**config.mk**
```make
export PLATFORM = sky130hd
export DESIGN_NAME = fb_scan_arbiter
export DESIGN_NICKNAME = d
export VERILOG_FILES = /design/src/rtl/display_pkg.sv /design/src/rtl/pixel_fifo.sv /design/src/rtl/fb_scan_arbiter.sv
export SDC_FILE = /design/constraint.sdc
export NUM_CORES = 1
export LEC_CHECK = 0
export BUFFER_PORTS_ARGS = -buffer_cell sky130_fd_sc_hd__buf_2
export CORE_ASPECT_RATIO = 0.5
export CORE_MARGIN = 2
export CORE_UTILIZATION = 35
export DETAILED_ROUTE_END_ITERATION = 10
export HOLD_SLACK_MARGIN = 0.08
export PLACE_DENSITY_LB_ADDON = 0.3
export RECOVER_POWER = 25
export SLEW_MARGIN = 20
export SYNTH_ARGS = -nofsm -noshare
export SYNTH_HDL_FRONTEND = slang
export SYNTH_SLANG_ARGS = --single-unit
export TNS_END_PERCENT = 100
```
**constraint.sdc**
```tcl
create_clock -name clk -period 5 [get_ports clk]
set_input_delay 1 -clock clk [delete_from_list [all_inputs] [get_ports clk]]
set_output_delay 1 -clock clk [all_outputs]
set_load 0.02 [all_outputs]
```
**src/rtl/display_pkg.sv**
```systemverilog
// Shared display constants and the scan-arbiter state encoding.
//   H_ACTIVE / V_ACTIVE : visible frame size in pixels / lines
//   PIX_W               : packed pixel width {R[11:8], G[7:4], B[3:0]}
//   scan_state_e        : arbiter FSM states (IDLE=0, FLUSH=1, RUN=2)
package display_pkg;

  localparam int unsigned H_ACTIVE = 640;
  localparam int unsigned V_ACTIVE = 480;
  localparam int unsigned PIX_W    = 12;

  typedef enum logic [1:0] {
    StIdle  = 2'd0,
    StFlush = 2'd1,
    StRun   = 2'd2
  } scan_state_e;

endpackage

```
**src/rtl/pixel_fifo.sv**
```systemverilog
// Synchronous prefetch FIFO for scan-out pixels.
//   clk, rst_ : clock, async active-low reset
//   clear     : synchronous flush (pointers and count to 0, push/pop ignored)
//   push/wdata: write one pixel (accepted when not full, or full with a pop)
//   pop       : drop the head pixel (ignored when empty)
//   rdata     : current head pixel (valid when !empty)
//   count, empty, full : occupancy status
module pixel_fifo #(
  parameter int unsigned DEPTH = 8,
  parameter int unsigned PIX_W = 12,
  localparam int unsigned PtrW = $clog2(DEPTH),
  localparam int unsigned CntW = $clog2(DEPTH) + 1
) (
  input  logic             clk,
  input  logic             rst_,
  input  logic             clear,
  input  logic             push,
  input  logic             pop,
  input  logic [PIX_W-1:0] wdata,
  output logic [PIX_W-1:0] rdata,
  output logic [CntW-1:0]  count,
  output logic             empty,
  output logic             full
);

  logic [PIX_W-1:0] mem_q [DEPTH];
  logic [PtrW-1:0]  wr_ptr_q, rd_ptr_q;
  logic [CntW-1:0]  count_q;
  logic             do_push, do_pop;

  assign empty   = (count_q == '0);
  assign full    = (count_q == CntW'(DEPTH));
  assign do_pop  = pop && !empty && !clear;
  assign do_push = push && (!full || do_pop) && !clear;
  assign rdata   = mem_q[rd_ptr_q];
  assign count   = count_q;

  always_ff @(posedge clk or negedge rst_) begin
    if (!rst_) begin
      wr_ptr_q <= '0;
      rd_ptr_q <= '0;
      count_q  <= '0;
    end else if (clear) begin
      wr_ptr_q <= '0;
      rd_ptr_q <= '0;
      count_q  <= '0;
    end else begin
      if (do_push) wr_ptr_q <= wr_ptr_q + 1'b1;
      if (do_pop)  rd_ptr_q <= rd_ptr_q + 1'b1;
      case ({do_push, do_pop})
        2'b10:   count_q <= count_q + 1'b1;
        2'b01:   count_q <= count_q - 1'b1;
        default: ;
      endcase
    end
  end

  // Storage needs no reset; count gates every read of it.
  always_ff @(posedge clk) begin
    if (do_push) mem_q[wr_ptr_q] <= wdata;
  end

endmodule

```
**src/rtl/fb_scan_arbiter.sv**
```systemverilog
// Frame-buffer RAM arbiter: display scan-out prefetch vs. draw-engine writes.
//   clk, rst_          : clock (one RAM slot per cycle), async active-low reset
//   frame_start        : pulse before a frame; flushes FIFO/pipe, restarts at address 0
//   pix_pop            : colour stage consumes one pixel
//   pixel_out          : registered pixel (0 on underrun or frame_start)
//   underrun           : sticky, cleared by reset or frame_start
//   wr_req/addr/data   : draw write request, held until wr_gnt
//   wr_gnt             : high alongside the RAM write strobe it granted
//   mem_en/we/addr/wdata, mem_rdata : single-port RAM, read latency RD_LAT
// The slot decision is combinational; all mem_* outputs and wr_gnt are registered,
// so a read counts as issued in the cycle mem_en is visible.
module fb_scan_arbiter #(
  parameter int unsigned ADDR_W  = 19,
  parameter int unsigned PIX_W   = 12,
  parameter int unsigned FB_SIZE = 307200,
  parameter int unsigned DEPTH   = 8,
  parameter int unsigned LOW_WM  = 3,
  parameter int unsigned RD_LAT  = 2
) (
  input  logic              clk,
  input  logic              rst_,
  input  logic              frame_start,
  input  logic              pix_pop,
  output logic [PIX_W-1:0]  pixel_out,
  output logic              underrun,
  input  logic              wr_req,
  input  logic [ADDR_W-1:0] wr_addr,
  input  logic [PIX_W-1:0]  wr_data,
  output logic              wr_gnt,
  output logic              mem_en,
  output logic              mem_we,
  output logic [ADDR_W-1:0] mem_addr,
  output logic [PIX_W-1:0]  mem_wdata,
  input  logic [PIX_W-1:0]  mem_rdata
);

  import display_pkg::*;

  localparam int unsigned CntW = $clog2(DEPTH) + 1;
  localparam int unsigned OccW = $clog2(DEPTH + RD_LAT + 1) + 1;

  scan_state_e       state_q, state_d;
  logic [ADDR_W-1:0] rd_addr_q;
  // busy_q tracks every outstanding RAM read; vld_q is the same pipe but wiped by
  // frame_start so stale returns are dropped while FLUSH still waits for the RAM.
  logic [RD_LAT:0]   busy_q, vld_q;
  logic [CntW-1:0]   fifo_count;
  logic              fifo_empty, fifo_full, fifo_clear, fifo_pop;
  logic [PIX_W-1:0]  fifo_head;
  logic [OccW-1:0]   inflight, occ;
  logic              issue_rd, issue_wr, rd_allowed;

  always_comb begin
    inflight = '0;
    for (int i = 0; i <= int'(RD_LAT); i++) begin
      inflight = inflight + OccW'(busy_q[i]);
    end
  end

  assign occ        = OccW'(fifo_count) + inflight;
  assign fifo_clear = frame_start || (state_q == StFlush);
  assign fifo_pop   = pix_pop && !frame_start;

  pixel_fifo #(
    .DEPTH (DEPTH),
    .PIX_W (PIX_W)
  ) u_pixel_fifo (
    .clk   (clk),
    .rst_  (rst_),
    .clear (fifo_clear),
    .push  (vld_q[RD_LAT]),
    .pop   (fifo_pop),
    .wdata (mem_rdata),
    .rdata (fifo_head),
    .count (fifo_count),
    .empty (fifo_empty),
    .full  (fifo_full)
  );

  // FSM state register
  always_ff @(posedge clk or negedge rst_) begin
    if (!rst_) state_q <= StIdle;
    else       state_q <= state_d;
  end

  // FSM next state
  always_comb begin
    state_d = state_q;
    case (state_q)
      StIdle:  ;
      StFlush: if (inflight == '0) state_d = StRun;
      StRun:   ;
      default: state_d = StIdle;
    endcase
    if (frame_start) state_d = StFlush;
  end

  // Slot decision: urgent read > write > opportunistic read > idle.
  // Reads are withheld on frame_start since their data would be discarded anyway.
  always_comb begin
    issue_rd   = 1'b0;
    issue_wr   = 1'b0;
    rd_allowed = (state_q == StRun) && !frame_start;
    if (rd_allowed && (occ < OccW'(LOW_WM))) begin
      issue_rd = 1'b1;
    end else if (wr_req) begin
      issue_wr = 1'b1;
    end else if (rd_allowed && (occ < OccW'(DEPTH)) && !fifo_full) begin
      issue_rd = 1'b1;
    end
  end

  always_ff @(posedge clk or negedge rst_) begin
    if (!rst_) begin
      mem_en    <= 1'b0;
      mem_we    <= 1'b0;
      wr_gnt    <= 1'b0;
      mem_addr  <= '0;
      mem_wdata <= '0;
    end else begin
      mem_en <= issue_rd || issue_wr;
      mem_we <= issue_wr;
      wr_gnt <= issue_wr;
      if (issue_wr) begin
        mem_addr  <= wr_addr;
        mem_wdata <= wr_data;
      end else if (issue_rd) begin
        mem_addr  <= rd_addr_q;
      end
    end
  end

  always_ff @(posedge clk or negedge rst_) begin
    if (!rst_) begin
      rd_addr_q <= '0;
      busy_q    <= '0;
      vld_q     <= '0;
    end else begin
      if (fifo_clear) begin
        rd_addr_q <= '0;
      end else if (issue_rd) begin
        rd_addr_q <= (rd_addr_q == ADDR_W'(FB_SIZE - 1)) ? '0 : rd_addr_q + 1'b1;
      end
      busy_q <= {busy_q[RD_LAT-1:0], issue_rd};
      vld_q  <= frame_start ? '0 : {vld_q[RD_LAT-1:0], issue_rd};
    end
  end

  always_ff @(posedge clk or negedge rst_) begin
    if (!rst_) begin
      pixel_out <= '0;
      underrun  <= 1'b0;
    end else if (frame_start) begin
      underrun <= 1'b0;
      if (pix_pop) pixel_out <= '0;
    end else if (pix_pop) begin
      if (fifo_empty) begin
        pixel_out <= '0;
        underrun  <= 1'b1;
      end else begin
        pixel_out <= fifo_head;
      end
    end
  end

endmodule

```
### Word level (Yosys, flattened, before mapping)

Memories as Yosys holds them, arrays and structs flattened.
Cells that the tools add are included.

| cells by class | value |
|---|---|
| eq/ne operators | 8 |
| mux-type cells | 29 |
| $lt $le $gt $ge | 2 |
| reduce and logical (&&, ||, !) cells | 29 |
| add/subtract/negate cells | 8 |

Operators with widths:

| kind | count |
|---|---|
| $mux 19 | 5 |
| $mux 12 | 4 |
| $add 19x1->19 const B | 1 |
| $eq 19x19->1 const B | 1 |
| $mux 3 | 5 |
| $reduce_bool 2->1 | 6 |
| $mux 1 | 10 |
| $logic_and 1x1->1 | 9 |
| $pmux 4 s2 | 1 |
| $add 3x1->3 const B | 2 |
| $add 4x3->5 | 1 |
| $logic_not 5->1 | 1 |
| $lt 5x2->1 const B | 1 |
| $lt 5x4->1 const B | 1 |
| $add 4x1->4 const B | 1 |
| $eq 2x1->1 const B | 2 |
| $eq 2x2->1 const B | 2 |
| $eq 4x4->1 const B | 1 |
| $logic_not 1->1 | 4 |
| $logic_not 4->1 | 1 |
| $mux 2 | 2 |
| $mux 4 | 1 |
| $pmux 2 s2 | 1 |
| $reduce_and 2->1 | 2 |
| other kinds (9) | 11 |

| storage, ports and cells | value |
|---|---|
| bits in registers | 83 |
| RAM bits | 96 |
| memories kept | 1 |
| output and inout port bits | 47 |
| logic and storage cells | 90 |
| bits of input ports | 48 |

Memory list:

| memory | depth | bits a word | read ports | clocked after Yosys merged registers in | wr ports | line | text |
|---|---|---|---|---|---|---|---|
| u_pixel_fifo.mem_q | 8 | 12 | 1 | 0 | 1 | pixel_fifo.sv:26 | `logic [PIX_W-1:0] mem_q [DEPTH];` |

### Longest topological paths before layout

Gate-level depths: netlist (run 1).

| logic depth | value |
|---|---|
| depth after elaboration | 11 |
| mapped depth | 11 |
| gate-level depth less buffers | 9 |

### Hierarchy

A second synthesis (run 1) with hierarchy kept.

| unflattened totals | value |
|---|---|
| cell total of the unflattened synthesis | 518 |
| area total of the unflattened synthesis | 7742.4 µm² |

By module, submodules not included:

| module | sequential area each (µm²) | area each (µm²) | times used | cells an instance |
|---|---|---|---|---|
| pixel_fifo | 3133.0 | 4408.0 | 1 | 218 |
| fb_scan_arbiter | 1826.8 | 3334.4 | 1 | 300 |

### Worst setup path after synthesis (run 1)

No wires, ideal clock.

| timing | value |
|---|---|
| path kind | in2reg |
| start point | input port frame_start |
| end point | memory u_pixel_fifo.mem_q[0][0] (enable) |
| stages | 5 |
| path buffers | 0 |
| slack | 1766 ps |
| setup time | 396 ps |
| arrival | 2837 ps |
| cell sequence | nand2b_1 > o211ai_1 > nand2_1 > or3_1 > nor3_1 |

| on the way | value |
|---|---|
| longest elaborated chain between the ends | 9 |

RTL lines:

| item | line | text |
|---|---|---|
| from (decl) | fb_scan_arbiter.sv:22 | `input logic frame_start,` |
| $logic_not 1->1 | fb_scan_arbiter.sv:62 | `assign fifo_pop = pix_pop && !frame_start;` |
| $logic_and 1x1->1 | fb_scan_arbiter.sv:62 |  |
| $logic_and 1x1->1 (2 in series) | pixel_fifo.sv:33 | `assign do_pop = pop && !empty && !clear;` |
| $logic_or 1x1->1 | pixel_fifo.sv:34 | `assign do_push = push && (!full \|\| do_pop) && !clear;` |
| $logic_and 1x1->1 | pixel_fifo.sv:34 |  |
| $logic_and 1x1->1 * | pixel_fifo.sv:34 |  |
| $mux 1 * | pixel_fifo.sv:60 | `if (do_push) mem_q[wr_ptr_q] <= wdata;` |
| $mux 1 (not written as such) * | pixel_fifo.sv:60 |  |
| to (decl) | pixel_fifo.sv:26 |  |

Every way passes the cells marked *; elsewhere a longest branch is shown, timed or not.

### Worst setup path in the final report (run 1)

| timing | value |
|---|---|
| start point | register busy_q[0] |
| end point | register mem_wdata[1] |

| on the way | value |
|---|---|
| longest elaborated chain between the ends | 6 |

RTL lines:

| item | line | text |
|---|---|---|
| from (decl) | fb_scan_arbiter.sv:46 | `logic [RD_LAT:0] busy_q, vld_q;` |
| from (signal assigned) | fb_scan_arbiter.sv:144 | `busy_q <= {busy_q[RD_LAT-1:0], issue_rd};` |
| $add 1x1->2 | fb_scan_arbiter.sv:56 | `inflight = inflight + OccW'(busy_q[i]);` |
| $add 2x1->3 | fb_scan_arbiter.sv:56 |  |
| $add 4x3->5 | fb_scan_arbiter.sv:60 | `assign occ = OccW'(fifo_count) + inflight;` |
| $lt 5x2->1 | fb_scan_arbiter.sv:104 | `if (rd_allowed && (occ < OccW'(LOW_WM))) begin` |
| $logic_and 1x1->1 | fb_scan_arbiter.sv:104 |  |
| $mux 1 | fb_scan_arbiter.sv:104 |  |
| to (signal assigned) | fb_scan_arbiter.sv:126 | `mem_wdata <= wr_data;` |
| to (decl) | fb_scan_arbiter.sv:33 | `output logic [PIX_W-1:0] mem_wdata,` |

Every way passes these cells.
A chain may end at the register's enable or synchronous reset.

==> impl_metrics.ini, run 1 <==
[run_status]
outcome = finished, violations left
violations = max-capacitance violations, max-slew violations

[sta]
drv_slew = 41
maxSlewHeadroom_pct = -50.33
grt_setup_unrepaired = no
worst_pin_slew_ps = 2255
setup_violations = 0
skew_ps = 8.635
period_minus_slack_ps = 3481
hold_viol_final = 0
fin_crit_sh_pct = 69.63
fmax_ghz = 0.2872
finalSetupTns_ps = 0
hold_ws_ps = 409.2

[route]
dr_total_vias = 4730
route.met3.wl_um = 692
ant_nets = 0
via_per_inst = 4.968
drt_iter0_markers = 290
topRoutingLayerUsed = met4
drt-met1-wl_um = 7791
drc = 0
dr.pass1.iters = 4
routed_wl_um = 16250
wl_met2_um = 7553
wl_per_cell_um = 17.07

[synth]
synth_edf_count = 96
synth_cell_types = 59
synthCells = 546
synth_flop_cell = edfxtp_1
seq_area_frac_synth_pct = 64.01
avgSynthCellArea_um2 = 14.19
synthesis.nets = 602
async_reset_ff_share_pct = 46.37
synth_area_um2 = 7749
ys_warn_count = 0
ys_ff_latch = 179

[global_route]
grt_pass1_vias = 4616
grt_max_degree = 45
grt_pass1_wl_um = 25720
grt_antenna_before_repair = 0
track_usage_pct = 14.64
overflow = 0

[layout]
drive_above_1_share_pct = 25.92
multi_input_area_um2 = 2552
area_growth_pct = 17.88
layout_common_cells = edfxtp_1 (96), dfrtp_1 (83), buf_2 (80), nand2_1 (43), mux2i_1 (39)
finish.utilization_pct = 42.13
final.fill_count = 2019
diodes = 0
final_nets = 695
seq_area_um2 = 4960
layoutNonFillerInstCount = 952
layout_commonest_cell = edfxtp_1

[place]
port_buffers = 94
gp_congestion = 0.8105
dpl.cell_count = 920
place_hpwl_um = 10500

[clock_tree]
root_buffer = clkbuf_16
post_cts_resized = 0
path_clk_slew_ps = 70
cts_tree = built
insertion_delay_ps = 440
htree_levels = 4
cts_made_buffers = 17
post_cts_buffers = 0
clock_path_buffers = 2
hold_buffers = 0
cts_num_sinks = 179

[floorplan]
die_y_um = 109.2
die_w_um = 214.4
boundaryPins = 95
rows = 38
core-area_um2 = 21680
start_util_pct = 35.74
die_area_um2 = 23420

[critical_path]
cp-start-kind = register
cp_max_fo = 32
required_ps = 5320
cp_slowest_cell = a31o_2
end_kind = register
crit_top_cell = fa_1
slowest_delay_ps = 880
worstPathBufferInverterCount = 1
cp_cell_sequence = fa_1, ha_1, inv_1, fa_1, xnor2_1, a21oi_1, a31o_2, mux2_2
path_class = reg -> reg
critPathTopFamily = adder cells
crit_arrival_ps = 3800

[run]
maxCapViolCount = 1

[hold_path]
hold_path_class = reg -> reg

[pwr]
powerDensity_nw_per_um2 = 384.2
peakVddDrop_uv = 216.9
power_leakage_nw = 3.511
worst register-to-register path: cells and delay by family, from the launching register on:
kind	cells	cell delay (ps)
DFF	1	400
buffers and inverters	1	60
adders and majority gates	3	1220
muxes	1	430
AOI/OAI and AO/OA	2	1120
xor gates and xnor gates	1	140
synthesized netlist by cell type (4+ instances only):
library cell | n | area (um2)
a21oi_1 | 9 | 45.04
a32o_1 | 5 | 50.05
buf_2 | 11 | 55.05
buf_4 | 4 | 30.03
clkbuf_1 | 16 | 60.06
dfrtp_1 | 83 | 2077
edfxtp_1 | 96 | 2883
ha_1 | 6 | 75.07
inv_1 | 23 | 86.33
mux2_1 | 10 | 112.6
mux2_2 | 4 | 45.04
mux2i_1 | 39 | 390.4
mux4_2 | 24 | 540.5
nand2_1 | 43 | 161.4
nand2b_1 | 4 | 25.02
nand3_1 | 16 | 80.08
nand4_1 | 4 | 25.02
nor2_1 | 24 | 90.09
nor2b_1 | 4 | 25.02
nor3_1 | 10 | 50.05
o2111ai_1 | 4 | 35.03
o211ai_1 | 5 | 37.54
o21ai_0 | 4 | 20.02
o21ai_1 | 23 | 115.1
o22ai_1 | 16 | 100.1
or3_1 | 5 | 31.28
xor2_1 | 4 | 35.03
power by group:
group          total, mW  switching, mW  internal, mW
clock network       1.38          0.611         0.768
registers           1.67         0.0468          1.62
logic              0.462          0.285         0.177
total               3.51          0.943          2.57
cells by family (layout without fill, tap and decap cells):
family	count (synthesis)	in the layout	synth area share (%)
flip-flops	179	179	64.01
AND/OR/NAND/NOR	131	131	8.348
AO/OA/AOI/OAI	89	89	8.252
multiplexers	77	77	14.05
buffers and inverters	56	162	3.181
adder cells (fa/ha/maj)	8	8	1.486
XOR/XNOR	6	6	0.6782
area by class of cell:
cell class	instances	share of cell area (%)
Clock buffer	18	4.808
Clock inverter	14	1.863
Inverter	23	0.9452
Timing Repair Buffer	107	6.027
Sequential cell	179	54.30
Tap cell	300	4.110
Multi-Input combinational cell	311	27.95
worst paths after layout:
path                                start      endpoint  slack [ps]  depth (start not counted)
worst max-delay path            busy_q[0]  mem_wdata[1]        1520                          8
worst min-delay path            busy_q[1]     busy_q[2]         410                          0
worst max register to register  busy_q[0]  mem_wdata[1]        1520                          8
worst min register to register  busy_q[1]     busy_q[2]         410                          0
max in group asynchronous            rst_  pixel_out[4]        2170                          2
min in group asynchronous            rst_  mem_addr[11]        1230                          1
sequential cells by signal, summed over array words and instances, names as in the netlist:
signal,count
busy_q,3
mem_addr,19
mem_en,1
mem_wdata,12
mem_we,1
pixel_out,12
rd_addr_q,19
state_q,2
u_pixel_fifo.count,4
u_pixel_fifo.mem_q,96
u_pixel_fifo.rd_ptr_q,3
u_pixel_fifo.wr_ptr_q,3
underrun,1
vld_q,3
metrics by stage:
stage                     power [mW]  instance area (um2)  worst slack, ps
after floorplan                2.014                 7749             1766
after global placement         2.165                 8544             1533
after detailed placement       2.172                 8544             1467
after CTS                      3.563                 9154             1483
after global routing           3.664                 9134             1259
final                          3.509                 9134             1519
layer usage:
metal  track usage (%)  vias up
li1                  -     2244
met1             19.38     2361
met2             23.47      107
met3             4.128       18
met4             4.911        0
met5                 0        -
No activity file was read; power rests on OpenSTA's default activity.
==> run 2, diff against run 1 <==
==> constraint.sdc (replaced) <==
create_clock -name clk -period 3.5 [get_ports clk]
set_input_delay 0.7 -clock clk [delete_from_list [all_inputs] [get_ports clk]]
set_output_delay 0.7 -clock clk [all_outputs]
set_load 0.02 [all_outputs]
==> impl_metrics.ini, run 2 (synthesis gave the netlist of run 1 again) <==
[sta]
drv_slew = 37
fmax_ghz = 0.3111
period_minus_slack_ps = 3214
setup_violations = 0
maxSlewHeadroom_pct = -46.85
hold_viol_final = 0
fin_crit_sh_pct = 91.83
finalSetupTns_ps = 0
grt_setup_unrepaired = no
skew_ps = 8.331
worst_pin_slew_ps = 2203

[layout]
layout_common_cells = edfxtp_1 (96), dfrtp_1 (83), buf_2 (80), nand2_1 (43), mux2i_1 (39)
seq_area_um2 = 4960
reg.largest.list = u_pixel_fifo.mem_q x96, mem_addr x19, rd_addr_q x19
largest_reg_flops = 96
final.fill_count = 2025
design_area_um2 = 9179
drive_above_1_share_pct = 26.14
multi_input_area_um2 = 2552
top_register = u_pixel_fifo.mem_q
area_growth_pct = 18.46
final_nets = 701
layout_commonest_cell = edfxtp_1

[floorplan]
start_util_pct = 35.74
core-area_um2 = 21680
boundaryPins = 95
die_area_um2 = 23420
rows = 38
die_y_um = 109.2
die_w_um = 214.4

[clock_tree]
cts_tree = built
clock_path_buffers = 2
insertion_delay_ps = 430
path_clk_slew_ps = 70
cts_num_sinks = 179
htree_levels = 4
post_cts_buffers = 0
root_buffer = clkbuf_16
post_cts_resized = 0
hold_buffers = 0
cts_made_buffers = 17

[global_route]
grt_antenna_before_repair = 1
grt_pass1_vias = 4841
grt-busiest-layer = met2
gr-usage-met2_pct = 24.98
overflow = 0
grtUsageMet3_pct = 4.575
grt_max_degree = 40
grt_pass1_wl_um = 26750
track_usage_pct = 15.19
global_route.usage.met1_pct = 19.42

[critical_path]
required_ps = 3820
end_kind = register
cp-start-kind = register
r2r_start = busy_q[0]
path_class = reg -> reg
cp_max_fo = 14
crit_start = busy_q[0]
crit_arrival_ps = 3530

[route]
via_per_inst = 4.956
ant_nets = 0
drt_iter0_markers = 319
dr.pass1.iters = 4
dr_total_vias = 4753
routed_wl_um = 16730
wl_per_cell_um = 17.45
drc = 0

[pwr]
internal_power_mw = 3.710
p_comb_share_pct = 13.3
peakVddDrop_uv = 332.8
powerDensity_nw_per_um2 = 547.1
sequentialPowerShare_pct = 47.5
clockPowerShare_pct = 39.2
switching_power_mw = 1.312
p_sw_share_pct = 26.12
power_leakage_nw = 3.537

[run_status]
outcome = finished, violations left
violations = max-capacitance violations, max-slew violations

[hold_path]
hold_path_class = reg -> reg
hold_start = busy_q[1]

[run]
maxCapViolCount = 1

[place]
gp_congestion = 0.8005
placed_area_um2 = 8602
port_buffers = 94
place_hpwl_um = 10790
==> run 2: area by class of cell <==
class,instances,share of cell area [%]
clock buffer,21,4.798
clock inverter,11,1.677
tap,300,4.089
multi-input combinational,311,27.81
sequential,179,54.03
timing repair buffer,113,6.625
antenna,1,0.02726
inverter,23,0.9406
==> run 2: worst max-delay path: stages (launching register included) <==
cell	delay, ps
dfrtp_1	410
fa_1	590
ha_1	200
inv_1	60
fa_1	410
xnor2_1	140
a21oi_1	250
and3_1	560
o22ai_1	180
a32o_1	300
==> run 2: final timing paths <==
| check | to | slack (ps) | cells after the start |
|---|---|---|---|
| min | busy_q[2] | 420 | 0 |
| min reg2reg | busy_q[2] | 420 | 0 |
| max | rd_addr_q[15] | 290 | 9 |
| min in group asynchronous | rd_addr_q[18] | 910 | 1 |
| max in group asynchronous | mem_addr[10] | 1250 | 2 |
| max reg2reg | rd_addr_q[15] | 290 | 9 |
==> run 2: per-layer routing <==
metal | part of all wire, % | up-vias
met5 | 0 | -
met2 | 47 | 102
met4 | 1.1 | 0
li1 | - | 2265
met3 | 5.0 | 18
met1 | 47 | 2368
==> run 2: power groups by stage <==
| stage | clock network (mW) | registers, mW | logic (mW) |
|---|---|---|---|
| finish | 1.97 | 2.38 | 0.668 |
| global route | 2.10 | 2.40 | 0.736 |
| CTS | 2.03 | 2.38 | 0.686 |
| detailed placement | 0 | 2.43 | 0.683 |
| global placement | 0 | 2.42 | 0.676 |
| floorplan | 0 | 2.50 | 0.375 |
==> run 2: per-stage QoR <==
stage | std cells | total power [mW] | utilization [%] | hold WS [ps] | setup WS, ps
6_report | 959 | 5.021 | 42.34 | 417.1 | 286.0
5_1_grt | 958 | 5.232 | 42.32 | 451.2 | 70.61
4_1_cts | 958 | 5.097 | 42.42 | 238.4 | 298.2
3_5_place_dp | 926 | 3.110 | 39.68 | 402.6 | 310.6
3_3_place_gp | 926 | 3.098 | 39.68 | 393.9 | 384.1
2_1_floorplan | 546 | 2.878 | - | 385.6 | 566.3
==> run 3, diff against run 2 <==
--- a/config.mk
+++ b/config.mk
@@ -11,7 +11,7 @@
 export CORE_UTILIZATION = 35
 export DETAILED_ROUTE_END_ITERATION = 10
 export HOLD_SLACK_MARGIN = 0.08
-export PLACE_DENSITY_LB_ADDON = 0.3
+export PLACE_DENSITY = 0.6
 export RECOVER_POWER = 25
 export SLEW_MARGIN = 20
 export SYNTH_ARGS = -nofsm -noshare
==> impl_metrics.ini, run 3 (synthesis gave the netlist of run 1 again) <==
[global_route]
grt_max_degree = 47
track_usage_pct = 15.06
grt_pass1_wl_um = 26510
grt_antenna_before_repair = 0
grt_pass1_vias = 4879
overflow = 0

[sta]
skew_ps = 10.36
setup_violations = 0
finalSetupTns_ps = 0
maxSlewHeadroom_pct = -63.41
hold_ws_ps = 416.8
worst_pin_slew_ps = 2451
hold_viol_final = 0
setup_ws_ps = 349.1
fmax_ghz = 0.3174
period_minus_slack_ps = 3151
fin_crit_sh_pct = 90.02
drv_slew = 47
grt_setup_unrepaired = no

[run_status]
outcome = finished, violations left
violations = max-capacitance violations, max-slew violations

[layout]
layout_common_cells = edfxtp_1 (96), dfrtp_1 (83), buf_2 (80), nand2_1 (43), mux2i_1 (39)
multi_input_area_um2 = 2542
top_register = u_pixel_fifo.mem_q
seq_area_um2 = 4960
drive_above_1_share_pct = 26.29
reg.largest.list = u_pixel_fifo.mem_q x96, mem_addr x19, rd_addr_q x19
area_growth_pct = 18.62
diodes = 0
final_nets = 701
largest_reg_flops = 96
final.fill_count = 1991
layoutNonFillerInstCount = 958
layout_commonest_cell = edfxtp_1

[place]
place_hpwl_um = 10510
dpl.cell_count = 926
gp_congestion = 0.8681
port_buffers = 94
place_ws_ps = 387.2

[critical_path]
required_ps = 3820
end_kind = register
cp-start-kind = register
cp_max_fo = 9
r2r_start = busy_q[0]
path_class = reg -> reg
crit_arrival_ps = 3470
crit_start = busy_q[0]

[clock_tree]
cts_tree = built
root_buffer = clkbuf_16
cts_made_buffers = 17
cts_num_sinks = 179
post_cts_resized = 0
post_cts_buffers = 0
insertion_delay_ps = 440
htree_levels = 4
path_clk_slew_ps = 70
clock_path_buffers = 2
hold_buffers = 0

[pwr]
peakVddDrop_uv = 369.6
powerDensity_nw_per_um2 = 552.6
power_leakage_nw = 3.538

[floorplan]
rows = 38
boundaryPins = 95
die_area_um2 = 23420
die_w_um = 214.4
core-area_um2 = 21680
die_y_um = 109.2
start_util_pct = 35.74

[route]
dr.pass1.iters = 4
ant_nets = 0
dr_total_vias = 4775
via_per_inst = 4.984
routed_wl_um = 16330
drc = 0
wl_per_cell_um = 17.05
drt_iter0_markers = 375

[hold_path]
hold_start = busy_q[1]
hold_path_class = reg -> reg

[run]
maxCapViolCount = 1
-- run 3: critical path, stage by stage, from the launching register on --
cell and delay, ps:
dfrtp_1 400, fa_1 590, ha_1 200, inv_1 60, fa_1 410, xnor2_1 140
a21oi_1 260, and3_1 370, buf_4 220, o22ai_1 90, a32o_1 290
-- run 3: metal layers --
metal | track usage [%] | share of wire (%)
met1 | 19.58 | 46
met2 | 23.79 | 47
met3 | 4.351 | 4.8
met4 | 6.597 | 1.9
met5 | 0 | 0
-- run 3: worst paths after layout --
kind                            slack, ps  cells past startpoint      endpoint
worst min register to register        420                      0     busy_q[2]
worst max register to register        350                     10  rd_addr_q[3]
min in group asynchronous            1010                      1  mem_addr[12]
worst max-delay path                  350                     10  rd_addr_q[3]
max in group asynchronous            1090                      1  rd_addr_q[2]
worst min-delay path                  420                      0     busy_q[2]
-- run 3: layout make-up --
class	instances	share of cell area, %
Clock inverter	13	2.056
Inverter	23	0.9393
Sequential cell	179	53.96
Tap cell	300	4.084
Timing Repair Buffer	113	6.480
Multi-Input combinational cell	311	27.66
Clock buffer	19	4.819
-- run 3: where the power goes --
group / switching [mW] / internal, mW
Clock: 0.862 / 1.17
Combinational: 0.405 / 0.258
Sequential: 0.0668 / 2.32
-- run 3: per-stage QoR --
stage	instance area [um2]	util [%]	total power [mW]
after detailed placement	8579	39.57	3.103
after global placement	8579	39.57	3.090
final	9191	42.39	5.079
after global routing	9191	42.39	5.303
after floorplan	7749	-	2.878
after CTS	9211	42.49	5.150
